## src/rtl/exec_lsu_if.sv

```systemverilog
// Data-bus bundle between the load/store unit (master) and the memory port (slave).
// Signal names keep their direction suffix as seen from the load/store unit.
interface exec_lsu_if #(
   parameter int unsigned XLEN   = 32,
   parameter int unsigned ADDR_W = 32
) ();
   logic                mem_req_out;
   logic                mem_we_out;
   logic [ADDR_W-1:0]   mem_addr_out;
   logic [XLEN-1:0]     mem_wdata_out;
   logic [XLEN/8-1:0]   mem_strb_out;
   logic                mem_gnt_in;
   logic                mem_rvalid_in;
   logic [XLEN-1:0]     mem_rdata_in;
   logic                mem_err_in;

   modport master (
      output mem_req_out, mem_we_out, mem_addr_out, mem_wdata_out, mem_strb_out,
      input  mem_gnt_in, mem_rvalid_in, mem_rdata_in, mem_err_in
   );

   modport slave (
      input  mem_req_out, mem_we_out, mem_addr_out, mem_wdata_out, mem_strb_out,
      output mem_gnt_in, mem_rvalid_in, mem_rdata_in, mem_err_in
   );
endinterface

```

## src/rtl/exec_lsu.sv

```systemverilog
// Multi-cycle load/store unit: lane alignment, load extension and a req/gnt/rvalid bus master.
// Every output is registered; lsu_busy_out stalls the pipeline for the whole access.
module exec_lsu #(
   parameter int unsigned XLEN    = 32,
   parameter int unsigned ADDR_W  = 32,
   parameter int unsigned TIMEOUT = 255
) (
   input  logic             clk,
   input  logic             rst_n,
   input  logic             lsu_req_in,
   input  logic             lsu_we_in,
   input  logic [2:0]       lsu_func3_in,
   input  logic [XLEN-1:0]  lsu_base_in,
   input  logic [XLEN-1:0]  lsu_offset_in,
   input  logic [XLEN-1:0]  lsu_store_data_in,
   input  logic [4:0]       lsu_rd_in,
   input  logic             lsu_flush_in,
   output logic             lsu_busy_out,
   output logic             lsu_done_out,
   output logic             lsu_wen_out,
   output logic [4:0]       lsu_write_addr_out,
   output logic [XLEN-1:0]  lsu_write_data_out,
   output logic [1:0]       lsu_exc_out,
   output logic [XLEN-1:0]  lsu_exc_addr_out,
   exec_lsu_if.master       mem
);
   localparam int unsigned STRB_W = XLEN / 8;
   localparam int unsigned OFS_W  = $clog2(STRB_W);

   typedef enum logic [1:0] {StIdle, StReq, StWait, StDone} state_e;

   state_e              state_q, state_d;
   logic [XLEN-1:0]     ea_q, ea_d, ea_new;
   logic                we_q, we_d, squash_q, squash_d, sq;
   logic [2:0]          f3_q, f3_d;
   logic [4:0]          rd_q, rd_d;
   logic [31:0]         cnt_q, cnt_d;
   logic                busy_q, done_q, done_d, wen_q, wen_d;
   logic [4:0]          waddr_q, waddr_d;
   logic [XLEN-1:0]     wdata_q, wdata_d, exc_addr_q, exc_addr_d;
   logic [1:0]          exc_q, exc_d;
   logic                mreq_q, mreq_d, mwe_q, mwe_d;
   logic [ADDR_W-1:0]   maddr_q, maddr_d;
   logic [XLEN-1:0]     mwdata_q, mwdata_d, st_wdata, ld_shift, ld_ext;
   logic [STRB_W-1:0]   mstrb_q, mstrb_d, st_strb;
   logic [OFS_W-1:0]    sh_new;
   logic                bad_op, misaligned;

   // Request decode: effective address, legality and store lane placement.
   always_comb begin
      ea_new = lsu_base_in + lsu_offset_in;
      sh_new = ea_new[OFS_W-1:0];
      if (lsu_we_in) begin
         bad_op = lsu_func3_in[2] || ((lsu_func3_in[1:0] == 2'b11) && (XLEN != 64));
      end else begin
         bad_op = (lsu_func3_in == 3'b111) ||
                  (((lsu_func3_in == 3'b011) || (lsu_func3_in == 3'b110)) && (XLEN != 64));
      end
      case (lsu_func3_in[1:0])
         2'b00:   misaligned = 1'b0;
         2'b01:   misaligned = ea_new[0];
         2'b10:   misaligned = |ea_new[1:0];
         default: misaligned = |ea_new[2:0];
      endcase
      case (lsu_func3_in[1:0])
         2'b00: begin
            st_wdata = {STRB_W{lsu_store_data_in[7:0]}};
            st_strb  = STRB_W'(1) << sh_new;
         end
         2'b01: begin
            st_wdata = {(STRB_W/2){lsu_store_data_in[15:0]}};
            st_strb  = STRB_W'(3) << sh_new;
         end
         2'b10: begin
            st_wdata = {(STRB_W/4){lsu_store_data_in[31:0]}};
            st_strb  = STRB_W'(4'hF) << sh_new;
         end
         default: begin
            st_wdata = lsu_store_data_in;
            st_strb  = '1;
         end
      endcase
      if (!lsu_we_in) st_strb = '1;
   end

   always_comb begin
      ld_shift = mem.mem_rdata_in >> {ea_q[OFS_W-1:0], 3'b000};
      case (f3_q)
         3'b000:  ld_ext = XLEN'($signed(ld_shift[7:0]));
         3'b001:  ld_ext = XLEN'($signed(ld_shift[15:0]));
         3'b010:  ld_ext = XLEN'($signed(ld_shift[31:0]));
         3'b100:  ld_ext = XLEN'(ld_shift[7:0]);
         3'b101:  ld_ext = XLEN'(ld_shift[15:0]);
         3'b110:  ld_ext = XLEN'(ld_shift[31:0]);
         default: ld_ext = ld_shift;
      endcase
   end

   always_comb begin
      state_d    = state_q;
      ea_d       = ea_q;
      we_d       = we_q;
      f3_d       = f3_q;
      rd_d       = rd_q;
      cnt_d      = cnt_q;
      squash_d   = squash_q;
      sq         = squash_q | lsu_flush_in;
      done_d     = 1'b0;
      wen_d      = 1'b0;
      waddr_d    = '0;
      wdata_d    = '0;
      exc_d      = 2'b00;
      exc_addr_d = '0;
      mreq_d     = 1'b0;
      mwe_d      = 1'b0;
      maddr_d    = '0;
      mwdata_d   = '0;
      mstrb_d    = '0;
      unique case (state_q)
         StIdle: begin
            if (lsu_req_in) begin
               ea_d     = ea_new;
               we_d     = lsu_we_in;
               f3_d     = lsu_func3_in;
               rd_d     = lsu_rd_in;
               cnt_d    = '0;
               squash_d = 1'b0;
               if (bad_op || misaligned) begin
                  state_d    = StDone;
                  done_d     = 1'b1;
                  waddr_d    = lsu_rd_in;
                  exc_d      = 2'b01;
                  exc_addr_d = ea_new;
               end else begin
                  state_d  = StReq;
                  mreq_d   = 1'b1;
                  mwe_d    = lsu_we_in;
                  maddr_d  = {ea_new[ADDR_W-1:OFS_W], {OFS_W{1'b0}}};
                  mwdata_d = lsu_we_in ? st_wdata : '0;
                  mstrb_d  = st_strb;
               end
            end
         end
         StReq: begin
            // A grant in the same cycle as a flush is already accepted by the bus.
            if (mem.mem_gnt_in) begin
               state_d  = StWait;
               cnt_d    = '0;
               squash_d = lsu_flush_in;
            end else if (lsu_flush_in) begin
               state_d = StIdle;
            end else begin
               mreq_d   = 1'b1;
               mwe_d    = mwe_q;
               maddr_d  = maddr_q;
               mwdata_d = mwdata_q;
               mstrb_d  = mstrb_q;
            end
         end
         StWait: begin
            cnt_d    = cnt_q + 32'd1;
            squash_d = sq;
            if (mem.mem_rvalid_in) begin
               state_d = StDone;
               done_d  = 1'b1;
               waddr_d = rd_q;
               if (!sq && mem.mem_err_in) begin
                  exc_d      = 2'b10;
                  exc_addr_d = ea_q;
               end else if (!sq && !we_q && (rd_q != 5'd0)) begin
                  wen_d   = 1'b1;
                  wdata_d = ld_ext;
               end
            end else if ((TIMEOUT != 0) && ((cnt_q + 32'd1) >= TIMEOUT)) begin
               state_d = StDone;
               done_d  = 1'b1;
               waddr_d = rd_q;
               if (!sq) begin
                  exc_d      = 2'b11;
                  exc_addr_d = ea_q;
               end
            end
         end
         StDone: state_d = StIdle;
         default: state_d = StIdle;
      endcase
   end

   always_ff @(posedge clk or negedge rst_n) begin
      if (!rst_n) begin
         state_q    <= StIdle;
         ea_q       <= '0;
         we_q       <= 1'b0;
         f3_q       <= '0;
         rd_q       <= '0;
         cnt_q      <= '0;
         squash_q   <= 1'b0;
         busy_q     <= 1'b0;
         done_q     <= 1'b0;
         wen_q      <= 1'b0;
         waddr_q    <= '0;
         wdata_q    <= '0;
         exc_q      <= '0;
         exc_addr_q <= '0;
         mreq_q     <= 1'b0;
         mwe_q      <= 1'b0;
         maddr_q    <= '0;
         mwdata_q   <= '0;
         mstrb_q    <= '0;
      end else begin
         state_q    <= state_d;
         ea_q       <= ea_d;
         we_q       <= we_d;
         f3_q       <= f3_d;
         rd_q       <= rd_d;
         cnt_q      <= cnt_d;
         squash_q   <= squash_d;
         busy_q     <= (state_d != StIdle);
         done_q     <= done_d;
         wen_q      <= wen_d;
         waddr_q    <= waddr_d;
         wdata_q    <= wdata_d;
         exc_q      <= exc_d;
         exc_addr_q <= exc_addr_d;
         mreq_q     <= mreq_d;
         mwe_q      <= mwe_d;
         maddr_q    <= maddr_d;
         mwdata_q   <= mwdata_d;
         mstrb_q    <= mstrb_d;
      end
   end

   assign lsu_busy_out       = busy_q;
   assign lsu_done_out       = done_q;
   assign lsu_wen_out        = wen_q;
   assign lsu_write_addr_out = waddr_q;
   assign lsu_write_data_out = wdata_q;
   assign lsu_exc_out        = exc_q;
   assign lsu_exc_addr_out   = exc_addr_q;
   assign mem.mem_req_out    = mreq_q;
   assign mem.mem_we_out     = mwe_q;
   assign mem.mem_addr_out   = maddr_q;
   assign mem.mem_wdata_out  = mwdata_q;
   assign mem.mem_strb_out   = mstrb_q;
endmodule
```

## src/flat_wrapper.sv

```systemverilog
// flat-port wrapper written by rule: the top's interface ports become plain ports
module exec_lsu_flat 
#(
   parameter int unsigned XLEN    = 32,
   parameter int unsigned ADDR_W  = 32,
   parameter int unsigned TIMEOUT = 255
)
  (clk, rst_n, lsu_req_in, lsu_we_in, lsu_func3_in, lsu_base_in, lsu_offset_in, lsu_store_data_in, lsu_rd_in, lsu_flush_in, lsu_busy_out, lsu_done_out, lsu_wen_out, lsu_write_addr_out, lsu_write_data_out, lsu_exc_out, lsu_exc_addr_out, mem_mem_req_out, mem_mem_we_out, mem_mem_addr_out, mem_mem_wdata_out, mem_mem_strb_out, mem_mem_gnt_in, mem_mem_rvalid_in, mem_mem_rdata_in, mem_mem_err_in);
  exec_lsu_if #(.XLEN(XLEN), .ADDR_W(ADDR_W)) mem_i ();
  input  logic clk;
  input  logic rst_n;
  input  logic lsu_req_in;
  input  logic lsu_we_in;
  input  logic [2:0] lsu_func3_in;
  input  logic [XLEN-1:0] lsu_base_in;
  input  logic [XLEN-1:0] lsu_offset_in;
  input  logic [XLEN-1:0] lsu_store_data_in;
  input  logic [4:0] lsu_rd_in;
  input  logic lsu_flush_in;
  output logic lsu_busy_out;
  output logic lsu_done_out;
  output logic lsu_wen_out;
  output logic [4:0] lsu_write_addr_out;
  output logic [XLEN-1:0] lsu_write_data_out;
  output logic [1:0] lsu_exc_out;
  output logic [XLEN-1:0] lsu_exc_addr_out;
  output wire logic [$bits(mem_i.mem_req_out)-1:0] mem_mem_req_out;
  output wire logic [$bits(mem_i.mem_we_out)-1:0] mem_mem_we_out;
  output wire logic [$bits(mem_i.mem_addr_out)-1:0] mem_mem_addr_out;
  output wire logic [$bits(mem_i.mem_wdata_out)-1:0] mem_mem_wdata_out;
  output wire logic [$bits(mem_i.mem_strb_out)-1:0] mem_mem_strb_out;
  input wire logic [$bits(mem_i.mem_gnt_in)-1:0] mem_mem_gnt_in;
  input wire logic [$bits(mem_i.mem_rvalid_in)-1:0] mem_mem_rvalid_in;
  input wire logic [$bits(mem_i.mem_rdata_in)-1:0] mem_mem_rdata_in;
  input wire logic [$bits(mem_i.mem_err_in)-1:0] mem_mem_err_in;
  assign mem_mem_req_out = mem_i.mem_req_out;
  assign mem_mem_we_out = mem_i.mem_we_out;
  assign mem_mem_addr_out = mem_i.mem_addr_out;
  assign mem_mem_wdata_out = mem_i.mem_wdata_out;
  assign mem_mem_strb_out = mem_i.mem_strb_out;
  assign mem_i.mem_gnt_in = mem_mem_gnt_in;
  assign mem_i.mem_rvalid_in = mem_mem_rvalid_in;
  assign mem_i.mem_rdata_in = mem_mem_rdata_in;
  assign mem_i.mem_err_in = mem_mem_err_in;
  exec_lsu #(.XLEN(XLEN), .ADDR_W(ADDR_W), .TIMEOUT(TIMEOUT)) u_core (.clk(clk), .rst_n(rst_n), .lsu_req_in(lsu_req_in), .lsu_we_in(lsu_we_in), .lsu_func3_in(lsu_func3_in), .lsu_base_in(lsu_base_in), .lsu_offset_in(lsu_offset_in), .lsu_store_data_in(lsu_store_data_in), .lsu_rd_in(lsu_rd_in), .lsu_flush_in(lsu_flush_in), .lsu_busy_out(lsu_busy_out), .lsu_done_out(lsu_done_out), .lsu_wen_out(lsu_wen_out), .lsu_write_addr_out(lsu_write_addr_out), .lsu_write_data_out(lsu_write_data_out), .lsu_exc_out(lsu_exc_out), .lsu_exc_addr_out(lsu_exc_addr_out), .mem(mem_i));
endmodule
```

## config.mk

```make
export PLATFORM = sky130hd
export DESIGN_NAME = exec_lsu_flat
export DESIGN_NICKNAME = d
export VERILOG_FILES = /design/src/rtl/exec_lsu_if.sv /design/src/rtl/exec_lsu.sv /design/src/flat_wrapper.sv
export SDC_FILE = /design/constraint.sdc
export NUM_CORES = 1
export LEC_CHECK = 0
export CORE_ASPECT_RATIO = 0.9
export CORE_MARGIN = 4
export CORE_UTILIZATION = 35
export CTS_BUF_LIST = sky130_fd_sc_hd__clkbuf_2 sky130_fd_sc_hd__clkbuf_4 sky130_fd_sc_hd__clkbuf_8
export CTS_CLUSTER_DIAMETER = 100
export DETAILED_ROUTE_END_ITERATION = 10
export HOLD_SLACK_MARGIN = 0.15
export PLACE_DENSITY = 0.58
export SLEW_MARGIN = 10
export SYNTH_ARGS = -nofsm -noshare
export SYNTH_HDL_FRONTEND = slang
export SYNTH_SLANG_ARGS = --single-unit
export TNS_END_PERCENT = 10
```

## constraint.sdc

```tcl
create_clock -name clk -period 3.29 [get_ports clk]
set_input_delay 0.4935 -clock clk [delete_from_list [all_inputs] [get_ports clk]]
set_output_delay 0.4935 -clock clk [all_outputs]
set_load 0.005 [all_outputs]
```

### After elaboration in Yosys (flattened, before gate mapping)

Cells that the tools add are included.

| storage, ports and cells | value |
|---|---|
| output and inout bits | 144 |
| input bits | 144 |
| logic and storage cells | 136 |
| register bits after elaboration | 220 |

| cells by class | value |
|---|---|
| reductions and logical operators | 19 |
| $lt $le $gt $ge | 1 |
| bitwise logic cells | 1 |
| $add $sub $neg | 2 |
| equal/unequal tests | 15 |
| shift-type cells | 4 |
| muxes and demuxes | 75 |

Operator list:

| operator | count |
|---|---|
| 32-bit 2-to-1 mux | 19 |
| 32-bit case mux with 2 select lines | 4 |
| 32-bit case mux with 4 select lines | 1 |
| 32-bit case mux with 3 select lines | 1 |
| 32-bit by 1-bit adder with 32-bit output, second input constant | 1 |
| 32-bit adder | 1 |
| 32-bit by 8-bit greater-or-equal comparator with 1-bit output, second input constant | 1 |
| 32-bit by 5-bit right shift with 32-bit output | 1 |
| 2-bit 2-to-1 mux | 11 |
| 1-bit 2-to-1 mux | 20 |
| 4-bit 2-to-1 mux | 5 |
| 5-bit 2-to-1 mux | 4 |
| 3-bit == test, second input constant | 4 |
| 4-bit case mux with 3 select lines | 1 |
| 5-bit case mux with 2 select lines | 1 |
| 2-bit == test, second input constant | 4 |
| 2-bit case mux with 4 select lines | 1 |
| 4-bit case mux with 2 select lines | 1 |
| 1-bit case mux with 2 select lines | 3 |
| 1-bit case mux with 3 select lines | 2 |
| 5-bit nonzero test | 1 |
| 2-bit by 1-bit == test with 1-bit output, second input constant | 2 |
| 2-bit logical NOT | 2 |
| 1-bit logical OR | 4 |
| 18 further kinds | 22 |

### Logic depth before layout (Yosys ltp)

| logic depth | value |
|---|---|
| depth after elaboration | 9 |
| depth in mapped cells | 11 |
| depth with buffers taken out | 10 |

### Worst setup path before layout

Ideal clock, no wire load.

| timing | value |
|---|---|
| path kind | input port to flip-flop |
| start point | input port lsu_base_in[0] |
| end point | register u_core.maddr_q[30], in the netlist u_core.mem.mem_addr_out[30] |
| buffers on the path | 2 |
| path slack | 0.336 ns |
| data required time | 3.223 ns |
| library setup time | 0.067 ns |
| data arrival time | 2.887 ns |
| cell stages on the path | 10 |
| path through | ha_1 fa_1 clkbuf_1 a21oi_1 nor2_1 nor3_1 nand2_1 nor2_1 clkbuf_1 a22o_1 |

| on the way | value |
|---|---|
| cells in the longest elaborated chain, start to end | 7 |
| elaborated cells between the ends (all ways) | 8 |
| classes of those cells | 1 x add/sub; 4 x mux; 3 x reduce/logical |

RTL lines:

| what | RTL line | RTL |
|---|---|---|
| start: declaration | flat_wrapper.sv:15 | `input logic [XLEN-1:0] lsu_base_in;` |
| 32-bit adder (*) | exec_lsu.sv:51 | `ea_new = lsu_base_in + lsu_offset_in;` |
| via u_core.ea_new[1] | exec_lsu.sv:33 | `logic [XLEN-1:0] ea_q, ea_d, ea_new;` |
| 3-bit OR reduction or 2-bit OR reduction (tied branches) | exec_lsu.sv:63, exec_lsu.sv:62 |  |
| 1-bit case mux with 3 select lines (*) | exec_lsu.sv:59 | `case (lsu_func3_in[1:0])` |
| 1-bit logical OR (*) | exec_lsu.sv:128 | `if (bad_op \|\| misaligned) begin` |
| 32-bit 2-to-1 mux (*) | exec_lsu.sv:128 |  |
| 32-bit 2-to-1 mux (*) | exec_lsu.sv:121 | `if (lsu_req_in) begin` |
| 32-bit case mux with 2 select lines (*) | exec_lsu.sv:119 | `unique case (state_q)` |
| end signal: assignment | exec_lsu.sv:227 | `maddr_q <= maddr_d;` |
| end: declaration | exec_lsu.sv:43 | `logic [ADDR_W-1:0] maddr_q, maddr_d;` |

Mark *: on every way through the listed nets, which the timed path passes. The rest lies on a longest branch.
A chain may end at the register's enable or synchronous reset.

### Final worst setup path

| timing | value |
|---|---|
| start point | register u_core.cnt_q[6] |
| end point | register u_core.exc_addr_q[29], in the netlist u_core.lsu_exc_addr_out[29] |

| on the way | value |
|---|---|
| cells in the longest elaborated chain, start to end | 5 |

RTL lines:

| what | RTL line | RTL |
|---|---|---|
| start: declaration | exec_lsu.sv:37 | `logic [31:0] cnt_q, cnt_d;` |
| start signal: assignment | exec_lsu.sv:216 | `cnt_q <= cnt_d;` |
| 32-bit by 1-bit adder with 32-bit output | exec_lsu.sv:174 | `end else if ((TIMEOUT != 0) && ((cnt_q + 32'd1) >= TIMEOUT)) begin` |
| 32-bit by 8-bit greater-or-equal comparator with 1-bit output | exec_lsu.sv:174 |  |
| 32-bit 2-to-1 mux | exec_lsu.sv:174 |  |
| 32-bit 2-to-1 mux | exec_lsu.sv:163 | `if (mem.mem_rvalid_in) begin` |
| 32-bit case mux with 2 select lines | exec_lsu.sv:119 |  |
| via u_core.exc_addr_d[29] | exec_lsu.sv:40 | `logic [XLEN-1:0] wdata_q, wdata_d, exc_addr_q, exc_addr_d;` |
| end signal: assignment | exec_lsu.sv:224 | `exc_addr_q <= exc_addr_d;` |
| end: declaration | exec_lsu.sv:40 |  |

The timed path passes the listed nets, and every way through them passes these cells.

==> reports/results.ini <==
[layout]
layout_commonest_cell=clkdlybuf4s50_1
drive_gt1_frac=0.140
final_cell_mix=284 x clkdlybuf4s50_1, 217 x dfrtp_1, 206 x nand2_1
fin_cells=2112
syn_to_final_growth_pct=41.9
finalNetCount=1816
fillers=3062

[critical_path]
r2r-end=u_core.lsu_exc_addr_out[29]
critPathCapture=u_core.lsu_exc_addr_out[29]
startpoint=u_core.cnt_q[6]
critPathKind=reg2reg
reg2reg_from=u_core.cnt_q[6]
worstRegToRegCells=10
worstPathArrival_ns=3.58
cp_max_fo=9
ff2ff_setup_slack_ns=0.14
required_ns=3.72
endpoint_kind=flip-flop
slowest_delay_ns=0.48
cp_slowest_cell=dfrtp_1
critPathLaunchType=flip-flop
path_cells=nand4_4 > or2_1 > or3_1 > o32a_1 > a2111o_1 > nor4_4 > nor3_4 > buf_12 > buf_4 > a22o_1

[pwr]
combinationalPowerShare=0.348
internal-power_mw=6.18
netSwitchingPower_mw=3.26
power_frac_seq=0.366
max-vdd-ir-drop_uv=252
pwr-share-clk=0.285
p_leak_nw=7.51
netSwitchingFraction=0.345
power_density_nw_per_um2=561
power_mw=9.44

[clock_tree]
cts_tree=yes
cts_sinks=218
cts.path.max_buffers=3
cts_root_buf=clkbuf_8
path_clk_slew_ns=0.06
cts_made_buffers=40
clk_latency_ns=0.54
htreeDepth=2

[global_route]
antenna_found_initial=3
first_global_vias=11100
grt_max_degree=98
grt-ovfl-total=0
grt_pass1_wl_mm=62.5
track_usage=0.209

[timing]
min_period_ns=3.15
setup-violations-final=0
fmax_mhz=318
fin_skew_ns=0.0113
worst_pin_slew_ns=0.779
hold_viol_final=0
slew_headroom=0.481
drv_slew=0
grt_setup_unrepaired=false
finalCritPeriodShare=0.957

[die]
die_area_um2=36900
coreArea_um2=33200
die_y_um=183
die_x_um=202
ios=288
rows=63
initial_core_util=0.357

[synth]
ys_types=78
yosys.area.top_type=dfrtp_1
ys_async_sr_fraction=1.00
ys_seq_elements=218
netlist_area_um2=11900
ys_warn_count=0
yosysTopAreaCellShare=0.460
synth.avg_cell_area_um2=9.41
synth_seq_area_share=0.460
synth_cells=1259
synth.area.top_cells=dfrtp_1 46%, nand2_1 6.5%, a22o_1 5.0%
synth_edf_count=0
synth_ff_type=dfrtp_1

[worst_hold_path]
hp-class=reg2reg

[drt]
drcViolationCount=0
drt_iter0_drc=771
drt-pass1-iter-count=5
viasPerCell=5.23
wl_per_cell_um=18.8
vias=11100
wl_mm=39.8
postRouteAntennaNets=0

[run_status]
outcome=finished, final reports clean

[job]
maxCapViolations=0

[placed_design]
gp_congestion=0.874
port_buffers=285
post-place-cells=2041
hpwl_mm=29.1

[through the flow]
stage	area [µm²]	worst slack, ns	hold WS (ns)	TNS [ns]	util
floorplan	11900	0.336	0.198	0	-
detailed placement	15900	-0.314	0.460	-3.78	0.480
global route	16800	0.00619	0.495	0	0.507
CTS	16800	0.0717	0.475	0	0.505
finish	16800	0.141	0.472	0	0.507
global placement	15900	-0.316	0.451	-3.79	0.480
[power by group through the flow]
stage	combinational (mW)	clock [mW]	sequential [mW]
after detailed placement	3.28	0	3.49
after global placement	3.24	0	3.48
final	3.29	2.69	3.46
after CTS	3.30	2.78	3.46
after floorplan	1.86	0	3.40
after global routing	3.63	2.89	3.52
[sequential cells by signal (all words and copies together) (netlist names), 2 cells and up]
signal                     cells
u_core.cnt_q                  32
u_core.ea_q                   32
u_core.lsu_exc_addr_out       32
u_core.lsu_write_data_out     32
u_core.mem.mem_wdata_out      32
u_core.mem.mem_addr_out       30
u_core.lsu_write_addr_out      5
u_core.rd_q                    5
u_core.mem.mem_strb_out        4
u_core.f3_q                    3
u_core.lsu_exc_out             2
u_core.state_q                 2
[synth_stat cells, types with 10 or more instances]
library cell	count
a211oi_1	20
mux2i_1	26
nand2b_1	13
nand3_1	31
o21a_1	12
inv_1	25
a22o_1	68
clkbuf_1	64
ha_1	41
nor2_1	64
xor2_1	11
a21o_1	20
nor2b_1	14
a21oi_1	73
o31ai_1	29
nor3_1	22
dfrtp_1	218
o21ai_0	93
xnor2_1	17
nand2_1	206
mux2_2	10
nand4_1	21
[final cells by class]
cell class / count / area (µm²) / area share
multi-input cells: 934 / 5980 / 0.356
flip-flops and latches: 218 / 5460 / 0.325
repair buffers: 411 / 3890 / 0.232
clock buffers: 65 / 776 / 0.0461
well taps: 455 / 569 / 0.0339
inverters: 25 / 93.8 / 0.00558
clock inverters: 2 / 35.0 / 0.00208
diodes: 2 / 5.00 / 0.000298
[worst max-delay path, delay by kind of cell (launching register included)]
kind                   cells  cell delay (ns)
flip-flops                 1             0.48
buffers and inverters      2             0.31
AND/OR/NAND/NOR            5             1.32
AO/OA/AOI/OAI              3             0.90
[timing repair]
action	4_1_cts	5_1_grt
setup buffers	0	1
hold buffers	1	0
gates resized for setup	0	5
hold endpoints to repair	92	0
endpoints found under the setup margin	0	36
[metal layers]
metal / wire length, µm / part of all wire / vias to the layer above / GRT usage
li1: - / - / 5332 / -
met1: 18400 / 0.46 / 5314 / 0.292
met2: 18200 / 0.46 / 348 / 0.331
met3: 2340 / 0.059 / 58 / 0.0409
met4: 865 / 0.022 / 2 / 0.0626
met5: 10 / 0.00025 / - / 0
[worst min-delay path by stage]
stage / from / endpoint / slack, ns / cells past startpoint
final: u_core.mem.mem_addr_out[3] / u_core.mem.mem_addr_out[3] / 0.47 / 2
after CTS: u_core.mem.mem_addr_out[4] / u_core.mem.mem_addr_out[4] / 0.47 / 2
after global routing: u_core.mem.mem_addr_out[4] / u_core.mem.mem_addr_out[4] / 0.49 / 2
after global placement: u_core.mem.mem_addr_out[4] / u_core.mem.mem_addr_out[4] / 0.45 / 2
after floorplan: rst_n / u_core.cnt_q[0] / 0.20 / 0
after detailed placement: u_core.mem.mem_addr_out[4] / u_core.mem.mem_addr_out[4] / 0.46 / 2
[kinds of logic (layout without fill, tap and decap cells)]
logic type | after synthesis | in the layout | synth area share
AND/OR/NAND/NOR | 438 | 438 | 0.182
AO/OA/AOI/OAI | 388 | 388 | 0.222
flip-flops | 218 | 218 | 0.460
buffers and inverters | 108 | 503 | 0.0383
adder cells (fa/ha/maj) | 42 | 42 | 0.0450
multiplexers | 36 | 36 | 0.0315
XOR/XNOR | 28 | 28 | 0.0207
other | 1 | 4 | 0.000316
No activity file was read; power rests on OpenSTA's default activity.
